[src/rtl/alu_pkg.sv]
// ALU operation encodings shared by the datapath ALU and the control FSM.
package alu_pkg;
    typedef enum logic [5:0] {
        ALU_ADD   = 6'd0,
        ALU_SUB   = 6'd1,
        ALU_SLL   = 6'd2,
        ALU_SLT   = 6'd3,
        ALU_SLTU  = 6'd4,
        ALU_XOR   = 6'd5,
        ALU_SRL   = 6'd6,
        ALU_SRA   = 6'd7,
        ALU_OR    = 6'd8,
        ALU_AND   = 6'd9,
        ALU_EQ    = 6'd10,
        ALU_NE    = 6'd11,
        ALU_LT    = 6'd12,
        ALU_GE    = 6'd13,
        ALU_LTU   = 6'd14,
        ALU_GEU   = 6'd15,
        ALU_PASSB = 6'd16
    } alu_sel_t;
endpackage

[src/rtl/ctrl_pkg.sv]
// Control-FSM types: states, instruction classes, RV32I opcodes and mux encodings.
package ctrl_pkg;
    typedef enum logic [3:0] {
        RST_S, FETCH, IWAIT, DECODE, EXEC, MEM, DWAIT, WB, TRAP
    } ctrl_state_t;

    typedef enum logic [2:0] {
        CL_ALU, CL_LOAD, CL_STORE, CL_BRANCH, CL_JAL, CL_JALR, CL_FENCE
    } instr_cls_t;

    typedef struct packed {
        alu_pkg::alu_sel_t alu_sel;
        instr_cls_t        cls;
        logic              src_a;
        logic              src_b;
    } dec_t;

    localparam dec_t DEC_NOP = '{alu_sel: alu_pkg::ALU_ADD, cls: CL_ALU, src_a: 1'b0, src_b: 1'b0};

    localparam logic [6:0] OP       = 7'b0110011;
    localparam logic [6:0] OP_IMM   = 7'b0010011;
    localparam logic [6:0] LOAD     = 7'b0000011;
    localparam logic [6:0] STORE    = 7'b0100011;
    localparam logic [6:0] BRANCH   = 7'b1100011;
    localparam logic [6:0] JAL      = 7'b1101111;
    localparam logic [6:0] JALR     = 7'b1100111;
    localparam logic [6:0] LUI      = 7'b0110111;
    localparam logic [6:0] AUIPC    = 7'b0010111;
    localparam logic [6:0] MISC_MEM = 7'b0001111;

    localparam logic [1:0] PC_PLUS4 = 2'd0;
    localparam logic [1:0] PC_IMM   = 2'd1;
    localparam logic [1:0] PC_ALU   = 2'd2;

    localparam logic [1:0] WB_ALU  = 2'd0;
    localparam logic [1:0] WB_LOAD = 2'd1;
    localparam logic [1:0] WB_PC4  = 2'd2;
endpackage

[src/rtl/instr_dec.sv]
// Combinational RV32I decode: ALU op, operand sources, instruction class, illegal flag.
module instr_dec
    import alu_pkg::*;
    import ctrl_pkg::*;
(
    input  logic [6:0] opcode,
    input  logic [2:0] funct3,
    input  logic [6:0] funct7,
    output dec_t       dec,
    output logic       illegal
);
    // alt is instr[30]: selects SUB/SRA over ADD/SRL
    function automatic alu_sel_t arith(input logic [2:0] f3, input logic alt);
        case (f3)
            3'd0:    return alt ? ALU_SUB : ALU_ADD;
            3'd1:    return ALU_SLL;
            3'd2:    return ALU_SLT;
            3'd3:    return ALU_SLTU;
            3'd4:    return ALU_XOR;
            3'd5:    return alt ? ALU_SRA : ALU_SRL;
            3'd6:    return ALU_OR;
            default: return ALU_AND;
        endcase
    endfunction

    always_comb begin
        dec     = DEC_NOP;
        illegal = 1'b0;
        case (opcode)
            OP: begin
                dec.alu_sel = arith(funct3, funct7[5]);
                illegal     = (funct7 != 7'h00) && (funct7 != 7'h20);
            end
            OP_IMM: begin
                dec.alu_sel = arith(funct3, (funct3 == 3'd5) && funct7[5]);
                dec.src_b   = 1'b1;
            end
            LUI: begin
                dec.alu_sel = ALU_PASSB;
                dec.src_b   = 1'b1;
            end
            AUIPC: begin
                dec.src_a = 1'b1;
                dec.src_b = 1'b1;
            end
            LOAD: begin
                dec.cls   = CL_LOAD;
                dec.src_b = 1'b1;
            end
            STORE: begin
                dec.cls   = CL_STORE;
                dec.src_b = 1'b1;
            end
            BRANCH: begin
                dec.cls = CL_BRANCH;
                case (funct3)
                    3'd1:    dec.alu_sel = ALU_NE;
                    3'd4:    dec.alu_sel = ALU_LT;
                    3'd5:    dec.alu_sel = ALU_GE;
                    3'd6:    dec.alu_sel = ALU_LTU;
                    3'd7:    dec.alu_sel = ALU_GEU;
                    default: dec.alu_sel = ALU_EQ;
                endcase
            end
            JAL: begin
                dec.cls   = CL_JAL;
                dec.src_a = 1'b1;
                dec.src_b = 1'b1;
            end
            JALR: begin
                dec.cls   = CL_JALR;
                dec.src_b = 1'b1;
            end
            MISC_MEM: dec.cls = CL_FENCE;
            default:  illegal = 1'b1;
        endcase
    end
endmodule

[src/rtl/mc_ctrl.sv]
// Multi-cycle RV32I control FSM: fetch/decode/execute/memory/writeback over a
// shared datapath and one memory port, with illegal-instruction and bus-timeout traps.
module mc_ctrl
    import alu_pkg::*;
    import ctrl_pkg::*;
#(
    parameter int TIMEOUT = 255,
    parameter int TO_W    = (TIMEOUT > 0) ? $clog2(TIMEOUT + 1) : 1
) (
    input  logic        clk,
    input  logic        rst,
    input  logic [31:0] instr,
    input  logic        alu_res0,
    input  logic        mem_ready,
    input  logic        mem_rvalid,
    output logic        ir_we,
    output logic        pc_we,
    output logic [1:0]  pc_sel,
    output alu_sel_t    alu_sel,
    output logic        alu_src_a,
    output logic        alu_src_b,
    output logic        mem_req,
    output logic        mem_we,
    output logic        mem_addr_sel,
    output logic        rf_we,
    output logic [1:0]  wb_sel,
    output logic        illegal,
    output logic        bus_err
);
    ctrl_state_t     state_q, state_d;
    dec_t            dec_q, dec_d, dec_c;
    logic            rd_zero_q, rd_zero_d;
    logic            illegal_q, illegal_d;
    logic            bus_err_q, bus_err_d;
    logic [TO_W-1:0] to_q, to_d, to_inc;
    logic            dec_ill, waiting, timeout;
    logic            unused_rs;

    assign unused_rs = ^instr[24:15];

    instr_dec u_dec (
        .opcode (instr[6:0]),
        .funct3 (instr[14:12]),
        .funct7 (instr[31:25]),
        .dec    (dec_c),
        .illegal(dec_ill)
    );

    always_ff @(posedge clk or posedge rst) begin
        if (rst) begin
            state_q   <= RST_S;
            dec_q     <= DEC_NOP;
            rd_zero_q <= 1'b1;
            illegal_q <= 1'b0;
            bus_err_q <= 1'b0;
            to_q      <= '0;
        end else begin
            state_q   <= state_d;
            dec_q     <= dec_d;
            rd_zero_q <= rd_zero_d;
            illegal_q <= illegal_d;
            bus_err_q <= bus_err_d;
            to_q      <= to_d;
        end
    end

    // to_inc counts the current cycle, so the trap fires after exactly TIMEOUT wait cycles
    always_comb begin
        state_d      = state_q;
        dec_d        = dec_q;
        rd_zero_d    = rd_zero_q;
        illegal_d    = illegal_q;
        bus_err_d    = bus_err_q;
        to_inc       = to_q + TO_W'(1);
        waiting      = (state_q == FETCH) || (state_q == IWAIT) ||
                       (state_q == MEM)   || (state_q == DWAIT);
        timeout      = (TIMEOUT != 0) && waiting && (to_inc == TO_W'(TIMEOUT));
        ir_we        = 1'b0;
        pc_we        = 1'b0;
        pc_sel       = PC_PLUS4;
        alu_sel      = ALU_ADD;
        alu_src_a    = 1'b0;
        alu_src_b    = 1'b0;
        mem_req      = 1'b0;
        mem_we       = 1'b0;
        mem_addr_sel = 1'b0;
        rf_we        = 1'b0;
        wb_sel       = WB_ALU;

        case (state_q)
            RST_S: state_d = FETCH;
            FETCH: begin
                mem_req = 1'b1;
                if (mem_ready)    state_d = IWAIT;
                else if (timeout) state_d = TRAP;
            end
            IWAIT: begin
                ir_we = mem_rvalid;
                if (mem_rvalid)   state_d = DECODE;
                else if (timeout) state_d = TRAP;
            end
            DECODE: begin
                dec_d     = dec_c;
                rd_zero_d = (instr[11:7] == 5'd0);
                if (dec_ill) begin
                    state_d   = TRAP;
                    illegal_d = 1'b1;
                end else begin
                    state_d = EXEC;
                end
            end
            EXEC: begin
                alu_sel   = dec_q.alu_sel;
                alu_src_a = dec_q.src_a;
                alu_src_b = dec_q.src_b;
                case (dec_q.cls)
                    CL_LOAD, CL_STORE: state_d = MEM;
                    CL_BRANCH: begin
                        pc_we   = 1'b1;
                        pc_sel  = alu_res0 ? PC_IMM : PC_PLUS4;
                        state_d = FETCH;
                    end
                    CL_FENCE: begin
                        pc_we   = 1'b1;
                        state_d = FETCH;
                    end
                    default: state_d = WB;
                endcase
            end
            MEM: begin
                mem_req      = 1'b1;
                mem_addr_sel = 1'b1;
                mem_we       = (dec_q.cls == CL_STORE);
                if (mem_ready) begin
                    pc_we   = mem_we;
                    state_d = mem_we ? FETCH : DWAIT;
                end else if (timeout) begin
                    state_d = TRAP;
                end
            end
            DWAIT: begin
                if (mem_rvalid)   state_d = WB;
                else if (timeout) state_d = TRAP;
            end
            WB: begin
                rf_we = !rd_zero_q;
                pc_we = 1'b1;
                case (dec_q.cls)
                    CL_LOAD: wb_sel = WB_LOAD;
                    CL_JAL: begin
                        wb_sel = WB_PC4;
                        pc_sel = PC_IMM;
                    end
                    CL_JALR: begin
                        wb_sel = WB_PC4;
                        pc_sel = PC_ALU;
                    end
                    default: wb_sel = WB_ALU;
                endcase
                state_d = FETCH;
            end
            TRAP:    state_d = TRAP;
            default: state_d = RST_S;
        endcase

        // a handshake in the timeout cycle already moved the state, so only a stall traps
        if (timeout && (state_d == TRAP)) bus_err_d = 1'b1;
        to_d = (waiting && (state_d == state_q)) ? to_inc : '0;
    end

    assign illegal = illegal_q;
    assign bus_err = bus_err_q;
endmodule

[config.mk]
export PLATFORM = sky130hd
export DESIGN_NAME = mc_ctrl
export DESIGN_NICKNAME = d
export VERILOG_FILES = /design/src/rtl/alu_pkg.sv /design/src/rtl/ctrl_pkg.sv /design/src/rtl/instr_dec.sv /design/src/rtl/mc_ctrl.sv
export SDC_FILE = /design/constraint.sdc
export NUM_CORES = 1
export LEC_CHECK = 0
export CORE_ASPECT_RATIO = 1.4
export CORE_MARGIN = 3
export CORE_UTILIZATION = 43
export CTS_CLUSTER_SIZE = 12
export DETAILED_ROUTE_END_ITERATION = 6
export PLACE_DENSITY_LB_ADDON = 0.05
export SLEW_MARGIN = 10
export SYNTH_ARGS = -nofsm -noshare
export SYNTH_HDL_FRONTEND = slang
export SYNTH_SLANG_ARGS = --single-unit
[constraint.sdc]
create_clock -name clk -period 2.8 [get_ports clk]
set_clock_uncertainty 0.15 [all_clocks]
set_input_delay 0.28 -clock clk [delete_from_list [all_inputs] [get_ports clk]]
set_output_delay 0.28 -clock clk [all_outputs]
set_load 0.01 [all_outputs]
* Word-level counts from Yosys, hierarchy flattened *
Index checks and enable logic that the tools add are counted.

cells by class
  $add $sub $neg = 1
  reductions and logical operators = 22
  equality and inequality tests = 35
  muxes and demuxes = 39

operator list
  kind                 number
  $pmux 6 s7           2
  $pmux 4 s8           1
  $mux 4               6
  $pmux 6 s4           1
  $eq 3x3->1 const B   7
  $eq 7x6->1 const B   3
  $eq 7x7->1 const B   3
  $pmux 3 s6           1
  $mux 1               17
  $eq 4x3->1 const B   4
  $pmux 3 s5           1
  $eq 7x5->1 const B   2
  $eq 3x2->1 const B   4
  $pmux 2 s2           3
  $reduce_or 2->1      6
  $reduce_or 9->1      1
  $add 8x1->8 const B  1
  $eq 4x2->1 const B   2
  $eq 4x4->1 const B   2
  $eq 8x8->1 const B   1
  $mux 8               1
  $eq 7x2->1 const B   1
  $eq 7x4->1 const B   1
  $ne 7x6->1 const B   1
  18 further kinds     25

storage, ports and cells
  word-level logic and storage cells = 106
  output and inout port bits = 20
  bits of input ports = 37
  flip-flop bits (word level) = 26

* Logic depth before layout (Yosys ltp) *
Gate-level depths: netlist of the first run.

  depth in word-level cells = 11
  depth in mapped cells = 8
  mapped depth without buffers = 8

* Modules after synthesis *
Synthesis of the first run repeated with hierarchy kept, for this count alone.

unflattened totals
  cell total of the unflattened synthesis = 202
  area total of the unflattened synthesis = 1860.5 um^2

modules (own cells, without submodules)
  module     area each (um^2)  sequential area each (um^2)  cells each  instances
  mc_ctrl    1436.4            651.9                        142         1
  instr_dec  424.2             0.0                          60          1

* Worst setup path before layout of the first run *
OpenSTA, ideal clock, no wires.

  path kind = reg-to-reg
  from = register to_q[0]
  to = register to_q[2]
  required time = 2575 ps
  period minus slack after synthesis = 1957 ps
  cell stages (with the launch flop) = 9
  data arrival time = 1732 ps
  setup time = 75 ps
  buffers on the path = 1
  path slack = 843 ps
  cell sequence = dfrtp_1 > ha_1 > clkbuf_1 > a21oi_1 > o211ai_1 > nand3_1 > a211oi_1 > o211ai_1 > nor2_1

on the way
  longest elaborated chain between the ends = 9
  elaborated cells between the ends (all ways) = 12
  classes of those cells = 1 x add/sub; 2 x eq/ne; 7 x mux; 2 x reduce/logical

RTL lines
  element                    RTL line        source
  start, declared            mc_ctrl.sv:35   logic [TO_W-1:0] to_q, to_d, to_inc;
  start signal, assigned     mc_ctrl.sv:63   to_q <= to_d;
  $add 8x1->8 (*)            mc_ctrl.sv:74   to_inc = to_q + TO_W'(1);
  $eq 8x8->1                 mc_ctrl.sv:77   timeout = (TIMEOUT != 0) && waiting && (to_inc == TO_W'(TIMEOUT));
  $logic_and 1x1->1          mc_ctrl.sv:77
  $mux 4                     n/a
  $mux 4 (on tied branches)  n/a
  $pmux 4 s8                 mc_ctrl.sv:90   case (state_q)
  $eq 4x4->1                 mc_ctrl.sv:168  to_d = (waiting && (state_d == state_q)) ? to_inc : '0;
  $logic_and 1x1->1          mc_ctrl.sv:168
  $mux 8 (*)                 mc_ctrl.sv:168
  via to_d[2]                mc_ctrl.sv:35

Mark *: on every way through the listed nets, which the timed path passes. The rest lies on a longest branch.
A chain may end at the register's enable or synchronous reset.

* Final worst setup path of the first run *
  from = register state_q[2]
  to = output pc_sel[0]

on the way
  longest elaborated chain between the ends = 2
  elaborated cells between the ends (all ways) = 3
  classes of those cells = 2 x eq/ne; 1 x mux

RTL lines
  element                 RTL line       source
  start, declared         mc_ctrl.sv:30  ctrl_state_t state_q, state_d;
  start signal, assigned  mc_ctrl.sv:58  state_q <= state_d;
  $eq 4x3->1              mc_ctrl.sv:90
  $pmux 2 s2 (*)          mc_ctrl.sv:90
  end, declared           mc_ctrl.sv:18  output logic [1:0] pc_sel,

Mark *: on every way between the ends. The rest lies on a longest branch, timed or not.

==> results of run 1 <==
## cell families (layout without fill, tap and decap cells)
logic type,count (synthesis),after routing,share of synthesized area (%)
muxes,2,2,1.199
DFF,25,25,35.33
and+or+nand+nor,108,108,31.60
xor gates and xnor gates,7,7,3.456
other,1,1,0.2114
adders and majority gates,2,2,1.410
buffers and inverters,19,61,5.360
AOI/OAI and AO/OA,59,59,21.44
## flip-flops by register name, summed over array words and instances (netlist names)
name / count
bus_err: 1
dec_q: 10
illegal: 1
rd_zero_q: 1
state_q: 4
to_q: 8
## final cells by class
| type | count | area [um2] | area share (%) |
|---|---|---|---|
| well taps | 43 | 53.80 | 2.333 |
| inverters | 5 | 18.77 | 0.8139 |
| flip-flops and latches | 25 | 626.9 | 27.18 |
| repair buffers | 52 | 505.5 | 21.92 |
| multi-input cells | 179 | 1052 | 45.63 |
| clock inverters | 1 | 7.507 | 0.3256 |
| clock buffers | 3 | 41.29 | 1.791 |
## layer usage
metal | vias to the layer above | GRT usage [%]
li1 | 883 | -
met1 | 800 | 21.93
met2 | 42 | 34.31
met3 | 2 | 1.730
met4 | 0 | 4.213
met5 | - | 0
## cells in the final DEF (no fill, tap or decap), types with 3 or more instances in the layout
cell and n:
clkbuf_8 3, and2_1 12, a211o_1 3, or3_1 3, a211oi_1 3, a21oi_1 17
nor2_1 21, nand3_1 13, o31ai_1 4, o22ai_1 4, inv_1 5, and3_1 3
nor2b_1 5, clkdlybuf4s50_1 45, xor2_1 5, o21ai_0 11, nand2_1 24, dfrtp_1 24
buf_4 6, nor4_1 3, nor3_1 7, nand2b_1 6
## where the power goes
part           total (W)  internal, W  switching (W)
combinational   0.000602     0.000287       0.000316
clock           0.000220     0.000101       0.000119
sequential      0.000535     0.000435       0.000101
## metrics by stage
step                hold slack, ns   power, W  instance area (um2)
floorplan                   0.1566  0.0009395                 1774
global placement            0.2856   0.001150                 2247
detailed placement          0.2911   0.001147                 2247
CTS                         0.3299   0.001367                 2306
global route                0.3611   0.001476                 2306
finish                      0.3225   0.001357                 2306
## critical path, stage by stage (launching register included)
cell and delay, ns:
dfrtp_1 0.48, nand2b_1 0.20, nor3_1 0.29, and2_1 0.19
mux2_2 0.14, clkdlybuf4s50_1 0.53
## Yosys cell counts, types with 3 or more instances
library cell  count  area share [%]
dfrtp_1          24              34
clkbuf_1          7             1.5
nand2b_1          6             2.1
o31ai_1           4             1.7
nor3_1            7             2.0
nor4_1            3             1.1
nor2_1           21             4.4
a211o_1           3             1.5
and2_1           12             4.2
and3_1            3             1.1
o22ai_1           4             1.4
a21oi_1          17             4.8
nor2b_1           5             1.8
nand3_1          13             3.7
o21ai_0          11             3.1
xor2_1            5             2.5
or3_1             3             1.1
buf_2             3            0.85
inv_1             5             1.1
a211oi_1          3             1.3
nand2_1          24             5.1
## worst paths after layout
check	from	endpoint	slack, ns	cells past startpoint
worst max-delay path	state_q[2]$_DFF_PP0_	pc_sel[0]	0.28	5
worst min register to register	dec_q[8]$_DFFE_PP0P_	dec_q[8]$_DFFE_PP0P_	0.32	1
min in group asynchronous	rst	dec_q[8]$_DFFE_PP0P_	0.56	3
worst max register to register	to_q[0]$_DFF_PP0_	to_q[5]$_DFF_PP0_	0.55	7
max in group asynchronous	rst	rd_zero_q$_DFFE_PP1P_	1.42	4
worst min-delay path	dec_q[8]$_DFFE_PP0P_	dec_q[8]$_DFFE_PP0P_	0.32	1
==> impl_metrics.csv, run 1 <==
group,metric,value,unit
hold_path,hold_path_class,"flip-flop to flip-flop",
floorplan,core,3953,um2
worst_setup_path,critPathRequiredTime,2.37,ns
synthesis,ys_seq_area_share,35.33,%
sta,layout_setup_ws,0.2767,ns
global_route,grt_pass1_vias,1654,
placed_design,portBuffers,45,
cts,cts_setup_buffers,0,
placed_design,dpl.hpwl,3343,um
sta,report.final.setup_viol,0,
placed_design,dp.cells,303,
cts,clk_path_buf_depth,2,
finish,insertedDiodeCount,0,
floorplan,die_width,60.29,um
drt,met3WireLength,150,um
worst_setup_path,worstSetupEndpointType,"output port",
power,peakVddDrop,0.4738,mV
cts,clock_sink_count,25,
drt,finalWirelength,4183,um
sta,setup_tns,0,ns
cts,path_clk_slew,0.09,ns
finish,nFillCells,388,
worst_setup_path,worstPathArrival,2.09,ns
drt,ant_nets,0,
drt,wl_met1,1740,um
cts,cts_tree,"yes",
synthesis,syn_area,1774,um2
floorplan,top_level_ports,57,
sta,final-max-slew-violation-count,0,
drt,wl_per_cell,13.58,um
worst_setup_path,crit_type,"flip-flop to output port",
drt,top_layer_used,"met4",
cts,cts_resized,0,
power,p_per_area,588.6,nW/um2
cts,clk_latency,0.27,ns
global_route,antenna_found_initial,0,
power,p_leak,0.9465,nW
run,maxCapViolations,0,
finish,drive_gt1_share,6.415,%
worst_setup_path,cp_max_fo,8,
global_route,grtUsageTotal,18.34,%
floorplan,die_y,82,um
synthesis,synthArstFlopShare,100.0,%
synthesis,synth_edf_count,0,
cts,numCtsBuffers,3,
synthesis,ys_seq_elements,25,
sta,worst_slew_pin_slew,0.6254,ns
sta,fmax,396.3,MHz
drt,drc,0,
sta,period_minus_slack,2.523,ns
cts,h-tree-depth,1,
sta,final_hold_viol_count,0,
synthesis,syn_area_per_cell,7.956,um2
synthesis,synth_ff_type,"dfrtp_1",
synthesis,syn-num-nets,262,
sta,max-slew-margin-rel,58.12,%
global_route,grt_max_degree,25,
finish,final_util,58.34,%
worst_setup_path,cp-start-kind,"flip-flop",
status,status,"finished, final reports clean",
floorplan,dieArea,4943,um2
synthesis,syn-instance-count,223,
placed_design,dp_slack,0.4040,ns
placed_design,gp_congestion,0.8275,
drt,dr_wl_met2,2269,um
global_route,grt_overflow,0,
drt,vias,1727,
sta,rsz0062_at_grt,"no",
cts,cts_hold_buf,1,
cts,cts-root-buf,"clkbuf_8",
finish,final_nets,305,
drt,drt_iter0_markers,94,
finish,final_cells,308,
synthesis,synth_cell_types,54,
sta,period_share,90.12,%
synthesis,yosysWarnings,0,
drt,firstDrtPassIters,4,
drt,via_per_inst,5.607,
finish,syn2layout_area_growth,29.97,%
floorplan,rows,27,
floorplan,initial_core_util,44.89,%
global_route,grt_pass1_wl,7189,um
No activity file was read; power rests on OpenSTA's default activity.
==> inputs of run 2 (changes only) <==
Settings changed: CORE_UTILIZATION 43 to 46.
==> run 2 against run 1 <==
Effect of this change:
- cell count is 0.65% lower
- sequential power increased by 3%
- non-clock buffer count fell by 1
- via count is 0.58% lower
- count of clock-buffer cells in the layout is the same
- clock power fell by 4%
- wire length fell by 1.7%
- utilization rose by 4.2 points
- register-to-register slack better by 0.03 ns
- cell area down 0.38%
==> impl_metrics.csv, run 2 (synthesis results as in run 1) <==
group,metric,value,unit
finish,reg.largest.list,"dec_q (10), to_q (8), state_q (4)",
floorplan,die_y,79.48,um
finish,insertedDiodeCount,0,
global_route,grt_max_degree,24,
worst_setup_path,max_stage_delay,0.53,ns
sta,period_share,93.30,%
finish,syn2layout_area_growth,29.48,%
worst_setup_path,cp_max_fo,11,
sta,fmax,382.8,MHz
sta,period_minus_slack,2.612,ns
drt,drc,0,
worst_setup_path,critPathBufInv,1,
cts,cts-root-buf,"clkbuf_8",
floorplan,die_width,58.49,um
placed_design,gp_congestion,0.8491,
finish,largest_reg_flops,10,
sta,max-slew-margin-rel,59.36,%
drt,firstDrtPassIters,4,
cts,clk_path_buf_depth,2,
global_route,grt_pass1_wl,7176,um
drt,drt_iter0_markers,122,
cts,numCtsBuffers,3,
power,peakVddDrop,0.5495,mV
worst_setup_path,worstPathArrival,2.18,ns
cts,path_clk_slew,0.09,ns
finish,final_cell_mix,"clkdlybuf4s50_1 (45), nand2_1 (24), dfrtp_1 (24)",
drt,via_per_inst,5.611,
finish,final_common_cell,"clkdlybuf4s50_1",
sta,rsz0062_at_grt,"no",
global_route,grt_pass1_vias,1634,
power,p_leak,0.9466,nW
floorplan,core,3676,um2
run,maxCapViolations,0,
global_route,grtUsageTotal,18.94,%
cts,cts_setup_buffers,0,
cts,cts_hold_buf,0,
placed_design,dp.cells,302,
hold_path,hold_path_class,"input pin to asynchronous set/reset pin",
status,status,"finished, final reports clean",
finish,drive_gt1_share,6.818,%
sta,final-max-slew-violation-count,0,
sta,layout_setup_ws,0.1876,ns
placed_design,dp_slack,0.4426,ns
worst_setup_path,cp-start-kind,"flip-flop",
sta,worst_slew_pin_slew,0.6070,ns
worst_setup_path,cpLargestDelayFamily,"simple AND/OR/NAND/NOR gates",
drt,finalWirelength,4110,um
floorplan,initial_core_util,48.26,%
worst_setup_path,worstSetupEndpointType,"output port",
cts,clock_sink_count,25,
placed_design,dpl.hpwl,3290,um
worst_setup_path,crit_type,"flip-flop to output port",
floorplan,rows,26,
sta,report.final.setup_viol,0,
finish,final_nets,304,
worst_setup_path,slowest_stage,"clkdlybuf4s50_1",
floorplan,top_level_ports,57,
floorplan,dieArea,4648,um2
cts,cts_resized,0,
drt,vias,1717,
global_route,grt_overflow,0,
finish,final_cells,306,
worst_setup_path,critPathRequiredTime,2.37,ns
drt,wl_per_cell,13.43,um
cts,clk_latency,0.26,ns
power,p_per_area,586.0,nW/um2
worst_setup_path,cp_cell_sequence,"nand2b_1, nor3_1, and4b_1, mux2_2, clkdlybuf4s50_1",
cts,cts_tree,"yes",
sta,setup_tns,0,ns
drt,ant_nets,0,
cts,h-tree-depth,1,
finish,regMostFlops,"dec_q",
sta,final_hold_viol_count,0,
placed_design,portBuffers,45,
global_route,antenna_found_initial,0,
run 2: path summary, 6_finish.rpt:
check	start	end	slack [ns]	cells past startpoint
setup / recovery	state_q[3]$_DFF_PP0_	pc_sel[0]	0.19	5
hold / removal	rst	dec_q[8]$_DFFE_PP0P_	0.02	2
setup reg to reg	to_q[0]$_DFF_PP0_	to_q[0]$_DFF_PP0_	0.58	7
hold reg to reg	dec_q[6]$_DFFE_PP0P_	dec_q[6]$_DFFE_PP0P_	0.32	2
max in group asynchronous	rst	rd_zero_q$_DFFE_PP1P_	1.94	3
min in group clk	dec_q[6]$_DFFE_PP0P_	dec_q[6]$_DFFE_PP0P_	0.32	2
run 2: area by class of cell:
cell class / count / area, um2
Timing Repair Buffer: 51 / 495.5
Clock buffer: 3 / 41.29
Fill cell: 350 / 1379
Sequential cell: 25 / 626.9
Clock inverter: 1 / 5.005
Tap cell: 42 / 52.55
Inverter: 5 / 18.77
Multi-Input combinational cell: 179 / 1057
run 2: report_power, final:
part | internal, W | switching, W | total (W)
clock network | 0.0000993 | 0.000113 | 0.000212
logic | 0.000280 | 0.000304 | 0.000585
registers | 0.000435 | 0.000114 | 0.000549
run 2: layer usage:
metal | GRT usage (%) | up-vias | part of all wire [%]
met5 | 0 | - | 0
met4 | 4.640 | 0 | 0.56
met3 | 2.751 | 2 | 3.4
met2 | 35.35 | 31 | 54
met1 | 21.94 | 799 | 42
li1 | - | 885 | -
run 2: metrics by stage:
step | hold WS, ns | utilization, % | area, um2 | power [W]
after global routing | 0.02424 | 62.49 | 2297 | 0.001450
after global placement | 0.3027 | 61.10 | 2246 | 0.001135
after CTS | 0.01539 | 62.36 | 2292 | 0.001351
after detailed placement | 0.3026 | 61.10 | 2246 | 0.001136
after floorplan | 0.1566 | - | 1774 | 0.0009395
final | 0.01914 | 62.49 | 2297 | 0.001346
==> inputs of run 3 (changes only) <==
Settings changed: SETUP_SLACK_MARGIN set to 0.5.
==> run 3 against run 2 <==
Effect of this change:
- register-to-register slack gained 0.10 ns
- worst setup slack gained 0.37 ns
- critical path type unchanged
- critical endpoint is now wb_sel[0]
- sequential share of layout area shrank 0.80 points
- clock power is essentially flat
- global-route usage grew 0.51 points
- largest power group unchanged
==> impl_metrics.csv, run 3 (synthesis results as in run 1) <==
group,metric,value,unit
status,status,"finished, final reports clean",
worst_setup_path,cp_max_fo,6,
power,p_per_area,614.5,nW/um2
worst_setup_path,cp-start-kind,"flip-flop",
global_route,grt_pass1_wl,7334,um
cts,clock_sink_count,25,
worst_setup_path,r2r_slack,0.68,ns
cts,cts-root-buf,"clkbuf_8",
worst_setup_path,r2r_cells,8,
sta,rsz0062_at_grt,"yes",
cts,clk_path_buf_depth,2,
cts,path_clk_slew,0.09,ns
finish,final_nets,310,
floorplan,rows,26,
drt,drc,0,
global_route,grtUsageTotal,19.45,%
hold_path,hold_path_class,"input pin to asynchronous set/reset pin",
placed_design,gp_congestion,0.8491,
global_route,grt_max_degree,24,
finish,largest_reg_flops,10,
cts,cts_tree,"yes",
power,p_leak,1.103,nW
power,peakVddDrop,0.4859,mV
sta,fmax,446.5,MHz
cts,cts_hold_buf,0,
floorplan,core,3676,um2
finish,reg.largest.list,"dec_q (10), to_q (8), state_q (4)",
global_route,grt_pass1_vias,1653,
cts,clk_latency,0.26,ns
worst_setup_path,r2r_start,"to_q[0]$_DFF_PP0_",
drt,vias,1729,
sta,period_share,79.98,%
cts,numCtsBuffers,3,
drt,finalWirelength,4323,um
global_route,antenna_found_initial,0,
floorplan,dieArea,4648,um2
floorplan,initial_core_util,48.26,%
drt,ant_nets,0,
drt,wl_per_cell,13.86,um
finish,regMostFlops,"dec_q",
worst_setup_path,timing.rr.end,"to_q[5]$_DFF_PP0_",
floorplan,die_y,79.48,um
finish,drive_gt1_share,12.96,%
sta,max-slew-margin-rel,65.76,%
drt,drt_iter0_markers,134,
finish,insertedDiodeCount,0,
placed_design,dpl.hpwl,3290,um
floorplan,top_level_ports,57,
finish,final_cell_mix,"clkdlybuf4s50_1 (35), nand2_1 (24), nor2_1 (20)",
finish,syn2layout_area_growth,35.26,%
run,maxCapViolations,0,
worst_setup_path,worstSetupEndpointType,"output port",
worst_setup_path,worstPathArrival,1.81,ns
worst_setup_path,critPathRequiredTime,2.37,ns
sta,final_hold_viol_count,0,
sta,final-max-slew-violation-count,0,
finish,final_common_cell,"clkdlybuf4s50_1",
sta,setup_tns,0,ns
drt,via_per_inst,5.542,
global_route,grt_overflow,0,
finish,final_util,65.28,%
cts,h-tree-depth,1,
sta,worst_slew_pin_slew,0.5090,ns
placed_design,portBuffers,45,
drt,firstDrtPassIters,4,
sta,report.final.setup_viol,0,
sta,period_minus_slack,2.239,ns
worst_setup_path,crit_type,"flip-flop to output port",
floorplan,die_width,58.49,um
## run 3: changes by cell type in the layout (fill, tap and decap cells not counted), moves of 2 or more
| cell | change |
|---|---|
| clkdlybuf4s50_1 | -10 |
| nand2b_1 | -2 |
| dlymetal6s2s_1 | +6 |
| dfrtp_1 | -7 |
| nand2b_4 | +2 |
| buf_4 | +5 |
| dlygate4sd2_1 | +4 |
| nor3_4 | +2 |
| dfrtp_2 | +7 |
## run 3: final cells by class
| cell class | instances | area [um2] |
|---|---|---|
| fill | 332 | 1276 |
| multi-input combinational | 179 | 1099 |
| sequential | 25 | 635.6 |
| timing repair buffer | 57 | 548.0 |
| tap | 42 | 52.55 |
| clock buffer | 3 | 41.29 |
| inverter | 5 | 18.77 |
| clock inverter | 1 | 5.005 |
## run 3: worst max path at each step
stage / from / end / slack, ns / depth (start not counted)
final: state_q[3]$_DFF_PP0_ / wb_sel[0] / 0.56 / 4
after global routing: state_q[3]$_DFF_PP0_ / wb_sel[0] / 0.48 / 4
after CTS: state_q[3]$_DFF_PP0_ / pc_sel[0] / 0.46 / 5
after detailed placement: state_q[3]$_DFF_PP0_ / pc_sel[0] / 0.44 / 5
after global placement: instr[6] / dec_q[6]$_DFFE_PP0P_ / 0.46 / 7
after floorplan: to_q[0]$_DFF_PP0_ / to_q[2]$_DFF_PP0_ / 0.84 / 8
## run 3: power breakdown
part / switching [W] / total, W / internal, W
clock network: 0.000113 / 0.000212 / 0.0000993
registers: 0.000117 / 0.000560 / 0.000443
logic: 0.000357 / 0.000703 / 0.000346
total: 0.000587 / 0.00147 / 0.000888
## run 3: critical path, cell delays in order (launching register included)
cell	delay, ns
dfrtp_2	0.43
nand2b_4	0.19
nor3_4	0.22
and3b_1	0.18
clkdlybuf4s50_1	0.53
## run 3: per-stage QoR
step,hold slack (ns),worst slack (ns),instances,instance area [um2],power (W)
after floorplan,0.1566,0.8435,223,1774,0.0009395
after global routing,0.02424,0.4829,312,2400,0.001574
after CTS,0.01539,0.4563,308,2341,0.001420
after detailed placement,0.3026,0.4426,302,2246,0.001136
after global placement,0.3027,0.4610,302,2246,0.001135
final,0.01849,0.5605,312,2400,0.001475
## run 3: repair_timing
action	CTS	global route
resized for setup	16	11
pin swaps	1	2
setup endpoints to repair	14	15
setup buffers	2	4
## run 3: layer usage
metal / GRT usage (%) / wire, um / up-vias
li1: - / - / 894
met1: 22.70 / 1788 / 795
met2: 35.91 / 2346 / 34
met3: 2.751 / 143 / 6
met4: 5.336 / 44 / 0
met5: 0 / 0 / -
